## src/rtl/fixp_pkg.sv

```systemverilog
// rtl/fixp_pkg.sv - shared state encoding, default widths and range helpers for the fixed-point divider
package fixp_pkg;

    typedef enum logic [1:0] {
        ST_IDLE = 2'd0,
        ST_CALC = 2'd1,
        ST_FIX  = 2'd2,
        ST_DONE = 2'd3
    } fixp_state_t;

    localparam int W_DEF = 16;
    localparam int F_DEF = 8;

    // Largest positive W-bit two's-complement value, zero-extended to 64 bits.
    function automatic logic [63:0] max_val(input int w);
        return (64'd1 << (w - 1)) - 64'd1;
    endfunction

    // Bit pattern of the most negative W-bit value; also the largest negative magnitude.
    function automatic logic [63:0] min_val(input int w);
        return 64'd1 << (w - 1);
    endfunction

endpackage

```

## src/rtl/fixp_sat.sv

```systemverilog
// rtl/fixp_sat.sv - applies the result sign to a quotient magnitude and saturates it to W bits
module fixp_sat
    import fixp_pkg::*;
#(
    parameter int W  = W_DEF,
    parameter int MW = W + 1
) (
    input  logic [MW-1:0] mag_i,
    input  logic          neg_i,
    output logic [W-1:0]  q_o,
    output logic          ovf_o
);

    localparam logic [MW-1:0] POS_LIM = MW'(max_val(W));
    localparam logic [MW-1:0] NEG_LIM = MW'(min_val(W));
    localparam logic [W-1:0]  Q_MAX   = W'(max_val(W));
    localparam logic [W-1:0]  Q_MIN   = W'(min_val(W));

    always_comb begin
        q_o   = mag_i[W-1:0];
        ovf_o = 1'b0;
        if (neg_i) begin
            if (mag_i > NEG_LIM) begin
                q_o   = Q_MIN;
                ovf_o = 1'b1;
            end else begin
                q_o = -mag_i[W-1:0];
            end
        end else if (mag_i > POS_LIM) begin
            q_o   = Q_MAX;
            ovf_o = 1'b1;
        end
    end

endmodule

```

## src/rtl/fixp_divider.sv

```systemverilog
// rtl/fixp_divider.sv - signed Q(W-F).F restoring divider, one quotient bit per cycle; FIXP_DIV_ROUND_EN adds round-half-away
module fixp_divider
    import fixp_pkg::*;
#(
    parameter int W = W_DEF,
    parameter int F = F_DEF
) (
    input  logic         clk,
    input  logic         rst_n,
    input  logic         in_valid,
    output logic         in_ready,
    input  logic [W-1:0] a,
    input  logic [W-1:0] b,
    output logic         out_valid,
    input  logic         out_ready,
    output logic [W-1:0] q,
    output logic         ovf,
    output logic         dbz
);

`ifdef FIXP_DIV_ROUND_EN
    localparam int RB = 1;
`else
    localparam int RB = 0;
`endif
    localparam int N  = W + F + RB;
    localparam int CW = $clog2(N + 1);
    localparam int MW = W + F + 1;
    localparam logic [W-1:0] Q_MAX = W'(max_val(W));
    localparam logic [W-1:0] Q_MIN = W'(min_val(W));

    fixp_state_t   state_q, state_d;
    logic [CW-1:0] cnt_q, cnt_d;
    logic [N-1:0]  dq_q, dq_d;
    logic [W:0]    rem_q, rem_d;
    logic [W-1:0]  bmag_q, bmag_d;
    logic          neg_q, neg_d;
    logic [W-1:0]  q_q, q_d;
    logic          ovf_q, ovf_d;
    logic          dbz_q, dbz_d;
    logic          out_valid_q, out_valid_d;

    logic [W-1:0]  a_mag, b_mag;
    logic [W:0]    rem_sh, rem_diff;
    logic          rem_ge;
    logic [MW-1:0] mag;
    logic [W-1:0]  sat_q;
    logic          sat_ovf;

    // Negating the most negative value yields 2^(W-1) as an unsigned pattern, which is the wanted magnitude.
    assign a_mag = a[W-1] ? W'(-a) : a;
    assign b_mag = b[W-1] ? W'(-b) : b;

    // dq_q shifts dividend bits out of the top while quotient bits enter at the bottom.
    assign rem_sh   = {rem_q[W-1:0], dq_q[N-1]};
    assign rem_diff = rem_sh - {1'b0, bmag_q};
    assign rem_ge   = rem_sh >= {1'b0, bmag_q};

`ifdef FIXP_DIV_ROUND_EN
    assign mag = (dq_q >> 1) + MW'(dq_q[0]);
`else
    assign mag = MW'(dq_q);
`endif

    fixp_sat #(.W(W), .MW(MW)) u_sat (
        .mag_i (mag),
        .neg_i (neg_q),
        .q_o   (sat_q),
        .ovf_o (sat_ovf)
    );

    always_comb begin
        state_d     = state_q;
        cnt_d       = cnt_q;
        dq_d        = dq_q;
        rem_d       = rem_q;
        bmag_d      = bmag_q;
        neg_d       = neg_q;
        q_d         = q_q;
        ovf_d       = ovf_q;
        dbz_d       = dbz_q;
        out_valid_d = out_valid_q;
        case (state_q)
            ST_IDLE: begin
                if (in_valid) begin
                    bmag_d = b_mag;
                    neg_d  = a[W-1] ^ b[W-1];
                    dq_d   = N'(a_mag) << (F + RB);
                    rem_d  = '0;
                    cnt_d  = '0;
                    if (b == '0) begin
                        q_d     = a[W-1] ? Q_MIN : Q_MAX;
                        ovf_d   = 1'b0;
                        dbz_d   = 1'b1;
                        state_d = ST_DONE;
                    end else begin
                        state_d = ST_CALC;
                    end
                end
            end
            ST_CALC: begin
                rem_d = rem_ge ? rem_diff : rem_sh;
                dq_d  = {dq_q[N-2:0], rem_ge};
                cnt_d = cnt_q + CW'(1);
                if (cnt_q == CW'(N - 1)) begin
                    state_d = ST_FIX;
                end
            end
            ST_FIX: begin
                q_d     = sat_q;
                ovf_d   = sat_ovf;
                dbz_d   = 1'b0;
                state_d = ST_DONE;
            end
            ST_DONE: begin
                // out_valid lags DONE entry by one edge; results are already stable when it rises.
                if (out_valid_q && out_ready) begin
                    out_valid_d = 1'b0;
                    state_d     = ST_IDLE;
                end else begin
                    out_valid_d = 1'b1;
                end
            end
            default: state_d = ST_IDLE;
        endcase
    end

    always_ff @(posedge clk or negedge rst_n) begin
        if (!rst_n) begin
            state_q     <= ST_IDLE;
            cnt_q       <= '0;
            dq_q        <= '0;
            rem_q       <= '0;
            bmag_q      <= '0;
            neg_q       <= 1'b0;
            q_q         <= '0;
            ovf_q       <= 1'b0;
            dbz_q       <= 1'b0;
            out_valid_q <= 1'b0;
        end else begin
            state_q     <= state_d;
            cnt_q       <= cnt_d;
            dq_q        <= dq_d;
            rem_q       <= rem_d;
            bmag_q      <= bmag_d;
            neg_q       <= neg_d;
            q_q         <= q_d;
            ovf_q       <= ovf_d;
            dbz_q       <= dbz_d;
            out_valid_q <= out_valid_d;
        end
    end

    assign in_ready  = (state_q == ST_IDLE);
    assign out_valid = out_valid_q;
    assign q         = q_q;
    assign ovf       = ovf_q;
    assign dbz       = dbz_q;

endmodule

```

## config.mk

```make
export PLATFORM = sky130hd
export DESIGN_NAME = fixp_divider
export DESIGN_NICKNAME = d
export VERILOG_FILES = /design/src/rtl/fixp_pkg.sv /design/src/rtl/fixp_sat.sv /design/src/rtl/fixp_divider.sv
export SDC_FILE = /design/constraint.sdc
export NUM_CORES = 1
export LEC_CHECK = 0
export CAP_MARGIN = 5
export CORE_ASPECT_RATIO = 2
export CORE_MARGIN = 1
export CORE_UTILIZATION = 58
export DETAILED_ROUTE_END_ITERATION = 8
export PLACE_DENSITY = 0.81
export SLEW_MARGIN = 20
export SYNTH_ARGS = -nofsm -noshare
export SYNTH_HDL_FRONTEND = slang
export SYNTH_SLANG_ARGS = --single-unit
```

## constraint.sdc

```tcl
create_clock -name clk -period 3.1 [get_ports clk]
set_input_delay 0.465 -clock clk [delete_from_list [all_inputs] [get_ports clk]]
set_output_delay 0.465 -clock clk [all_outputs]
set_load 0.1 [all_outputs]
```

# After elaboration in Yosys (flattened, before gate mapping)
# Index checks and enable logic that the tools add are counted.
# word_totals
output_inout_bits	20
inputBits	36
reg_bits	83
word_cells	67
# op_classes
n_lt_le_gt_ge	3
eq_ne	8
add_sub_neg	5
n_reduce_logical	9
n_mux	31
bitwise_logic	1
# op_table
operator	n
16-bit two-way mux	10
16-bit one-hot mux with 2 select lines	2
16-bit negator	3
24-bit one-hot mux with 2 select lines	1
24-bit by 15-bit > comparator with 1-bit output (second input constant)	1
24-bit by 16-bit > comparator with 1-bit output (second input constant)	1
24-bit two-way mux	1
17-bit by 16-bit greater-or-equal comparator with 1-bit output	1
16-bit zero test	1
16-bit subtractor	1
5-bit one-hot mux with 2 select lines	1
1-bit two-way mux	8
2-bit two-way mux	4
2-bit one-hot mux with 4 select lines	1
2-bit != test (second input constant)	3
3-bit AND reduction	2
5-bit by 1-bit adder with 5-bit output (second input constant)	1
5-bit == test (second input constant)	1
5-bit two-way mux	1
2-bit == test (second input constant)	2
1-bit one-hot mux with 2 select lines	2
2-bit AND reduction	2
2-bit nonzero test	2
2-bit by 1-bit == test with 1-bit output (second input constant)	1
other kinds (4)	4

# Longest topological paths before layout
# logic_depth
word_depth	4
depth_mapped	10
mapped_depth_nobuf	9

# Cells and area by module
# Synthesis repeated with hierarchy kept, for this count alone.
# unflattened
hier_cells	677
hier_area_um2	5763.0
# by_module_without_submodules
module	cells_per_inst	seq_area_each_um2	area_each_um2	n_inst
fixp_divider	576	2077.0	5128.7	1
fixp_sat	101	0.0	634.4	1

# Worst setup path after synthesis
# No wires, ideal clock.
# synth_timing
kind	register -> register
from	register state_q[0]
to	register q_q[14] (netlist: q[14])
setup_ns	0.127
stages_incl_launch_ff	9
synth_period_minus_slack_ns	2.837
setup_slack_ns	0.263
required_time_ns	2.973
arrival_time_ns	2.710
n_path_buf	2
cell_sequence	dfrtp_1 > inv_1 > ha_1 > buf_2 > inv_1 > nor2_1 > a32oi_1 > buf_2 > a221o_1
# synth_via
elab_chain_cells	3
elab_cells_between_ends	7
classes_between	eq/ne: 3; mux: 1; reduce/logical: 3
# synth_lines
item	line_no	rtl
start: declaration	fixp_divider.sv:32	fixp_state_t state_q, state_d;
start signal: assignment	fixp_divider.sv:141	state_q <= state_d;
2-bit zero test (*)	--	
net in_ready	fixp_divider.sv:11	output logic in_ready,
2-bit by 1-bit != test with 1-bit output (no source line), or another cell as far along	--	
3-bit AND reduction (no source line)	--	
end signal: assignment	fixp_divider.sv:147	q_q <= q_d;
end: declaration	fixp_divider.sv:38	logic [W-1:0] q_q, q_d;
# Mark *: on every way through the listed nets, which the timed path passes. The rest lies on a longest branch.
# A chain may end at the register's enable or synchronous reset.

# Worst setup path after layout
# layout_timing
from	register rem_q[4]
to	register rem_q[6]
# layout_via
elab_chain_cells	3
elab_cells_between_ends	4
classes_between	add/sub: 1; order compare: 1; mux: 2
# layout_lines
item	line_no	rtl
start: declaration	fixp_divider.sv:35	logic [W:0] rem_q, rem_d;
start signal: assignment	fixp_divider.sv:144	rem_q <= rem_d;
16-bit subtractor / 17-bit by 16-bit greater-or-equal comparator with 1-bit output (equally long branches)	fixp_divider.sv:56, fixp_divider.sv:57	
16-bit two-way mux (*)	fixp_divider.sv:102	rem_d = rem_ge ? rem_diff : rem_sh;
16-bit one-hot mux with 2 select lines (*)	fixp_divider.sv:83	case (state_q)
# Every way passes the cells marked *; elsewhere a longest branch is shown, timed or not.

==> key figures <==
Clocking
  – CTS root buf: clkbuf_16
  – Hold_buf cts: 0
  – Worst skew pair latency: 0.34 ns
  – CTS resizes: 0
  – CTS clk-pin slew, worst paths: 0.06 ns
  – Clock sink count: 83
  – Bufs on Longest Clock Path: 2
  – H-Tree Depth: 3
  – Postcts setup bufs: 0
  – CTS Buf Count: 9
  – CTS tree: built

Drt
  – Vias: 5113
  – DRC: 0
  – Via/cell ratio: 6.407
  – Initial DRC count: 312
  – Wire length on met2: 8.517 mm
  – WL met1: 4.857 mm
  – TritonRoute pass-1 iters: 5
  – Antenna-violating nets left: 0
  – Wirelength per Cell: 18.14 um
  – Routed Wire Length: 14.47 mm
  – Met3 WL: 466 um
  – Highest routed layer: met4

Placed design
  – # port buffers: 55
  – Placed inst area: 6216 um^2
  – Dpl cells: 782
  – Gp weighted congestion: 0.8825
  – Hpwl dp: 11.05 mm

Synth
  – Seq/Total Area, Yosys: 0.3692
  – Synth Area in Compound Gates: 0.2556
  – Xor and xnor area share after synthesis: 0.06539
  – Synth Cell Area: 5625 um^2
  – Post-Synth Simple-Gate Area: 0.1730
  – Mean Syn Cell Area: 8.762 um^2
  – Post-synth EDFFs: 0
  – Adder-Cell Fraction of Synth Area: 0.05694
  – Yosys cell types: 70
  – Synth Warn #: 0
  – Post-synth net total: 703
  – Mux contribution to synthesized area: 0.02691
  – Async SR Flop Fraction: 1.000
  – #FFs+latches synth: 83
  – Largest family of logic cells by synthesized area: compound AO/OA/AOI/OAI gates
  – Synth Flop Type: dfrtp_1
  – Mapped Cells: 642

Timing
  – Unrepaired setup endpoints after global routing: no
  – Final critical-path share of the clock period: 0.8791
  – Max Freq: 366.9 MHz
  – Hold Vio Cnt, Final: 0
  – Fin crit period: 2.725 ns
  – Worst-Margin Slew: 0.8133 ns
  – Max-slew violations: 0
  – Slew headroom: 0.4521
  – Setup TNS: 0 ns
  – Clock skew: 0.006729 ns
  – Final setup fails: 0

Critical path
  – Crit path kind: reg2reg
  – CP endpoint kind: flop
  – CP required: 3.31 ns
  – Critical Path Start Type: flop
  – Critical path fanouts, max: 23
  – Crit path arrival time: 2.93 ns

Power and ir drop
  – Sequential group share of total power: 0.243
  – Worst vdd ir: 0.6342 mV
  – Sw Share: 0.5091
  – Pint: 3.954 mW
  – Switching pwr: 4.101 mW
  – Clock power share: 0.146
  – Leakage power: 2.854 nW
  – Combinational fraction of design power: 0.611
  – Total Power: 8.056 mW
  – Pwr Density: 1231 nW/um^2

Finish
  – Final Util: 0.6976
  – Non-Filler Instances: 798
  – Share of cells above drive strength 1: 0.1138
  – Most frequent cells in the layout: 83 x dfrtp_1, 69 x nand2_1, 68 x o21ai_0
  – Area delta synth->final: 16.37%
  – Nets: 750
  – # diodes: 0
  – Fill cells: 722
  – Commonest non-fill, non-tap cell in the layout: dfrtp_1
  – Design Area, Final: 6546 um^2

Flow run
  – Max-capacitance violation count: 0

Global route
  – First-pass GRT wire length: 23.35 mm
  – Number of global-route vias before repair: 5118
  – Total global-route track usage: 0.2969
  – Number of antenna violations at the first check in global routing: 0
  – Largest net degree at the start of global routing: 84
  – Overflow after GRT: 0

Die
  – Die Y: 141.3 um
  – Core area: 9384 um^2
  – Initial Utilization: 0.5995
  – Row Count: 50
  – IO Count: 56
  – Chip width: 71.64 um
  – Total die area: 10120 um^2

Status
  – Status: finished clean

Min path
  – Min-delay worst type: in2async
-- per-stage QoR --
step | hold slack [ns] | setup WS (ns)
after floorplan | 0.1694 | 0.2632
after global placement | 0.4628 | 0.3675
after detailed placement | 0.4704 | 0.2398
after CTS | 0.3442 | 0.4303
after global routing | 0.2198 | 0.2391
final | 0.1637 | 0.3747
-- layout make-up --
class / count / area [um^2] / share of cell area
flip-flops and latches: 83 / 2077 / 0.3173
clock buffers: 10 / 239.0 / 0.03651
inverters: 33 / 123.9 / 0.01892
clock inverters: 6 / 87.58 / 0.01338
well taps: 104 / 130.1 / 0.01988
repair buffers: 70 / 626.9 / 0.09576
multi-input cells: 492 / 3262 / 0.4983
-- registers in the layout, summed over array words and instances, names as in the netlist --
register and cells:
bmag_q 16, q 16, state_q 2, dbz 1, dq_q 24, cnt_q 5, ovf 1, rem_q 16
out_valid 1, neg_q 1
-- routing by layer --
metal,GRT usage,vias up
met1,0.2717,2457
met3,0.04261,46
met2,0.5879,170
met4,0.1754,0
met5,0,-
li1,-,2440
-- critical path, stage by stage, from the launching register on --
cell      delay (ns)
dfrtp_1         0.41
ha_1            0.39
a21oi_1         0.27
o211ai_1        0.25
a211oi_1        0.30
a31o_2          0.55
mux2i_1         0.28
o21ai_0         0.13
-- power by group through the flow --
stage / registers (mW) / logic [mW] / clock network [mW]
after floorplan: 2.59 / 3.07 / 0
after global placement: 1.94 / 4.72 / 0
after detailed placement: 1.96 / 4.86 / 0
after CTS: 1.95 / 4.89 / 1.19
after global routing: 2.01 / 5.33 / 1.23
final: 1.96 / 4.92 / 1.18
-- logic make-up (layout without fill, tap and decap cells) --
logic type | count (synthesis) | count (layout)
AOI/OAI and AO/OA | 222 | 222
xor gates and xnor gates | 42 | 42
adders and majority gates | 25 | 25
buffers and inverters | 67 | 119
DFF | 83 | 83
muxes | 15 | 15
and+or+nand+nor | 188 | 188
-- synth_stat cells (all sizes together), types with 14 or more instances --
cell | count | area [um^2]
a21oi | 60 | 304.0
clkbuf | 29 | 148.9
dfrtp | 83 | 2077
ha | 24 | 300.3
inv | 31 | 116.4
mux2i | 14 | 140.1
nand2 | 70 | 265.3
nand3 | 18 | 102.6
nor2 | 37 | 148.9
o21ai | 73 | 380.4
xnor2 | 19 | 166.4
xor2 | 23 | 201.4
-- path summary, 6_finish.rpt --
kind	from	end	slack, ns	depth (start not counted)
max	rem_q[4]$_DFFE_PN0P_	rem_q[6]$_DFFE_PN0P_	0.37	7
min	rst_n	dq_q[13]$_DFFE_PN0P_	0.16	1
max reg2reg	rem_q[4]$_DFFE_PN0P_	rem_q[6]$_DFFE_PN0P_	0.37	7
min reg2reg	ovf$_DFFE_PN0P_	ovf$_DFFE_PN0P_	0.48	1
max in group asynchronous	rst_n	bmag_q[14]$_DFFE_PN0P_	2.42	1
min in group clk	ovf$_DFFE_PN0P_	ovf$_DFFE_PN0P_	0.48	1
No activity file was read; power rests on OpenSTA's default activity.
==> variant 1 (same flow settings) <==
`dq_q` and `q_q` no longer have a reset.
--- a/src/rtl/fixp_divider.sv
+++ b/src/rtl/fixp_divider.sv
@@ -130,9 +130,7 @@
             state_q     <= ST_IDLE;
             cnt_q       <= '0;
-            dq_q        <= '0;
             rem_q       <= '0;
             bmag_q      <= '0;
             neg_q       <= 1'b0;
-            q_q         <= '0;
             ovf_q       <= 1'b0;
             dbz_q       <= 1'b0;
@@ -141,13 +139,16 @@
             state_q     <= state_d;
             cnt_q       <= cnt_d;
-            dq_q        <= dq_d;
             rem_q       <= rem_d;
             bmag_q      <= bmag_d;
             neg_q       <= neg_d;
-            q_q         <= q_d;
             ovf_q       <= ovf_d;
             dbz_q       <= dbz_d;
             out_valid_q <= out_valid_d;
         end
+    end
+
+    always_ff @(posedge clk) begin
+        dq_q <= dq_d;
+        q_q  <= q_d;
     end
 
Function: changed (Yosys sat finds a counterexample within 4 cycles, from zero or initial values and one cycle with rst_n low).
==> variant 1 against the original RTL <==
- synthesized area is 0.91% higher
- sequential cell count unchanged
- routed wire length rose by 5.8%
- design area is 0.50% higher
- highest routed layer unchanged
- core utilization is 0.12 points lower
- sequential share of layout area rose by 2.9 points
- critical path type unchanged
- worst setup slack improved by 100 ps
- sequential power up 16%
- largest power group unchanged
- largest cell class unchanged
- power decreased by 1.7%
==> variant 1: results (changes against the original RTL) <==
| Metric | Value |
|---|---|
| Run status | completed |
| DR WL met3 | 489 um (+4.9%) |
| Critical path fanouts, max | 8 (-65%) |
| Crit path max-delay cell type | o2111ai_1 |
| Arrival @ worst endpoint | 2850 ps (-80 ps) |
| Layout non-clock buf frac | 9.05% (-0.52 points) |
| Clock Skews | 11.8 ps (+5.11 ps) |
| Met3 usage | 3.84% (-0.43 points) |
| Post-synth EDFFs | 40 (+40) |
| Fraction of area in multi-input gates | 47.9% (-1.9 points) |
| Sequential cell count | 83 (unchanged) |
| FILL cells | 746 (+3.3%) |
| Cell Area, Placed | 0.00631 mm^2 (+1.5%) |
| DRT Wirelength | 15300 um (+5.8%) |
| Non-clock buffer count | 68 (-2.9%) |
| Fin util | 69.6% (-0.12 points) |
| Largest net degree at the start of global routing | 47 (-44%) |
| GRT met1 Usage | 28.4% (+1.2 points) |
| Pre-CTS WS | 245 ps (+5.05 ps) |
| 1st-iter DRT viols | 435 (+39%) |
| Met2 Wirelength | 8640 um (+1.4%) |
| Vias in the first global route | 5171 (+1.0%) |
| Post-synth net total | 695 (-1.1%) |
| Layout cells sized above 1 | 10.6% (-0.77 points) |
| Leak Pwr | 2.59 nW (-9.4%) |
-- variant 1: cell types whose count changed in the layout (fill, tap and decap cells not counted), sizes merged, moves of 10 or more --
cell,before,now
dfrtp,83,43
edfxtp,0,40
a21oi,60,35
nand2,70,89
nand4,5,22
o21ai,73,84
and2,2,12
mux2i,14,4
-- variant 1: kinds of logic (layout without fill, tap and decap cells) --
| group | after synthesis | after routing | synth area share (%) |
|---|---|---|---|
| muxes | 5 | 5 | 0.904 |
| and+or+nand+nor | 227 | 227 | 21.0 |
| adders and majority gates | 25 | 25 | 5.64 |
| AOI/OAI and AO/OA | 193 | 193 | 22.0 |
| buffers and inverters | 62 | 116 | 4.32 |
| xor gates and xnor gates | 39 | 39 | 6.02 |
| DFF | 83 | 83 | 40.1 |
-- variant 1: critical path, delay by kind of cell, from the launching register on --
family	cells	cell delay, ps
buffers and inverters	2	300
AO/OA/AOI/OAI	4	1230
flip-flops	1	420
AND/OR/NAND/NOR	2	280
adder cells (fa/ha/maj)	1	280
-- variant 1: worst paths after layout --
kind,start,end,slack [ps],cells past startpoint
max in group asynchronous,rst_n,rem_q[11],2590,1
min in group clk,bmag_q[5],bmag_q[5],480,2
setup reg to reg,bmag_q[1],rem_q[0],480,9
hold reg to reg,bmag_q[5],bmag_q[5],480,2
setup / recovery,bmag_q[1],rem_q[0],480,9
hold / removal,rst_n,bmag_q[6],110,1
-- variant 1: power groups by stage --
stage	combinational, mW	sequential [mW]	clock, mW
after CTS	4.62	2.25	0.993
final	4.67	2.27	0.983
after global placement	4.48	2.25	0
after floorplan	2.66	3.01	0
after global routing	5.02	2.32	1.04
after detailed placement	4.61	2.27	0
==> variant 2 (same settings) <==
Without the edit above. The option `FIXP_DIV_ROUND_EN` is turned on by a define.
--- a/src/rtl/fixp_divider.sv
+++ b/src/rtl/fixp_divider.sv
@@ -1,3 +1,5 @@
 // rtl/fixp_divider.sv - signed Q(W-F).F restoring divider, one quotient bit per cycle; FIXP_DIV_ROUND_EN adds round-half-away
+`define FIXP_DIV_ROUND_EN
+
 module fixp_divider
     import fixp_pkg::*;
Behaviour: same outputs for any inputs over 10 cycles, from zero or initial values and one cycle with rst_n low; that may be too few to reach the edited logic, so the function may still have changed.
==> variant 2 against the original RTL <==
- synthesized cell count grew 17%
- design area grew 16%
- largest cell class unchanged
- routed wire length grew 18%
- sequential share of layout area shrank 4.1 points
- critical path type unchanged
- via count grew 18%
- sequential cell count grew 1
- power grew 7.0%
- critical path depth grew 4
- global-route usage grew 1.2 points
- clock power grew 5%
- synthesized area grew 15%
- worst setup slack lost 280 ps
==> variant 2: results (changes against the original RTL) <==
| Metric | Value |
|---|---|
| Run status | completed |
| Arrival @ worst endpoint | 3210 ps (+280 ps) |
| Number of flip-flops in the largest register | 25 (+4.2%) |
| Mean Syn Cell Area | 8.60 um^2 (-1.8%) |
| Nets | 877 (+17%) |
| Gr usage total | 30.9% (+1.2 points) |
| Post-DP HPWL | 13100 um (+18%) |
| Global-route wire length before repair | 28100 um (+20%) |
| WL/cell | 17.9 um (-1.4%) |
| Top cells by area, synth | dfrtp_1 (33%), ha_1 (5.4%), xor2_1 (4.6%), a21oi_1 (4.1%), nand2_1 (4.1%) |
| GPL Wtd Cong | 0.925 (+4.8%) |
| Layout cells sized above 1 | 15.1% (+3.7 points) |
| Avg Vias per Cell | 6.32 (-1.4%) |
| Detailed Routing Iterations Pass 1 | 7 (+2) |
| Cell Area, Placed | 0.00724 mm^2 (+17%) |
| VDD IR max | 0.685 mV (+8.0%) |
| Crit path max-delay cell type | a2111oi_1 |
| Largest net degree at the start of global routing | 85 (+1.2%) |
| Combinational family with the most area after synthesis | simple AND/OR/NAND/NOR gates |
| Post-synthesis compound-gate area fraction | 20.6% (-4.9 points) |
| Core area | 0.0109 mm^2 (+16%) |
| Max incr delay on CP | 590 ps (+40 ps) |
| Commonest cells in the netlist | dfrtp_1 (84), nand2_1 (70), nor2_1 (69) |
| Sequential area share after synthesis | 32.6% (-4.4 points) |
| Cell total after placement | 941 (+20%) |
| Slew HR | 35.8% (-9.4 points) |
| 1st-iter DRT viols | 539 (+73%) |
| Leak Pwr | 3.30 nW (+16%) |
variant 2: changes by cell type after synthesis, moves of 9 or more:
cell      delta
nor2_1      +34
o21ai_0     -21
nand4_1     +17
xor2_1      +11
o211ai_1     -9
xnor2_1      +9
variant 2: cells by family (layout without fill, tap and decap cells):
group | Yosys count | count (layout)
xor gates and xnor gates | 62 | 62
and+or+nand+nor | 277 | 277
muxes | 23 | 23
DFF | 84 | 84
adders and majority gates | 29 | 29
buffers and inverters | 80 | 147
AOI/OAI and AO/OA | 195 | 195
variant 2: layer usage:
metal / up-vias / part of all wire [%] / GRT usage [%] / wire, um
met5: - / 0 / 0 / 0
met4: 0 / 6.2 / 22.0 / 1060
met3: 78 / 3.5 / 4.52 / 606
met2: 217 / 56 / 60.1 / 9570
met1: 2909 / 34 / 29.1 / 5890
li1: 2841 / - / - / -
variant 2: power breakdown:
| part | total [mW] | switching (mW) | internal [mW] |
|---|---|---|---|
| Sequential | 2.03 | 0.480 | 1.55 |
| Clock | 1.24 | 0.452 | 0.789 |
| Combinational | 5.34 | 3.39 | 1.96 |
| Total | 8.62 | 4.32 | 4.30 |
variant 2: cell type report:
cell class	count	area (um^2)
clock inverter	6	113
tap	140	175
fill	831	3270
multi-input combinational	586	4030
inverter	36	135
sequential	84	2100
clock buffer	10	229
timing repair buffer	95	827
variant 2: path summary, 6_finish.rpt:
check | from | end | slack, ps | cells after the start
hold reg to reg | q[11] | q[11] | 490 | 2
hold / removal | rst_n | q[5] | 160 | 1
min in group clk | q[11] | q[11] | 490 | 2
setup reg to reg | bmag_q[1] | rem_q[8] | 100 | 11
max in group asynchronous | rst_n | q[1] | 2400 | 1
setup / recovery | bmag_q[1] | rem_q[8] | 100 | 11
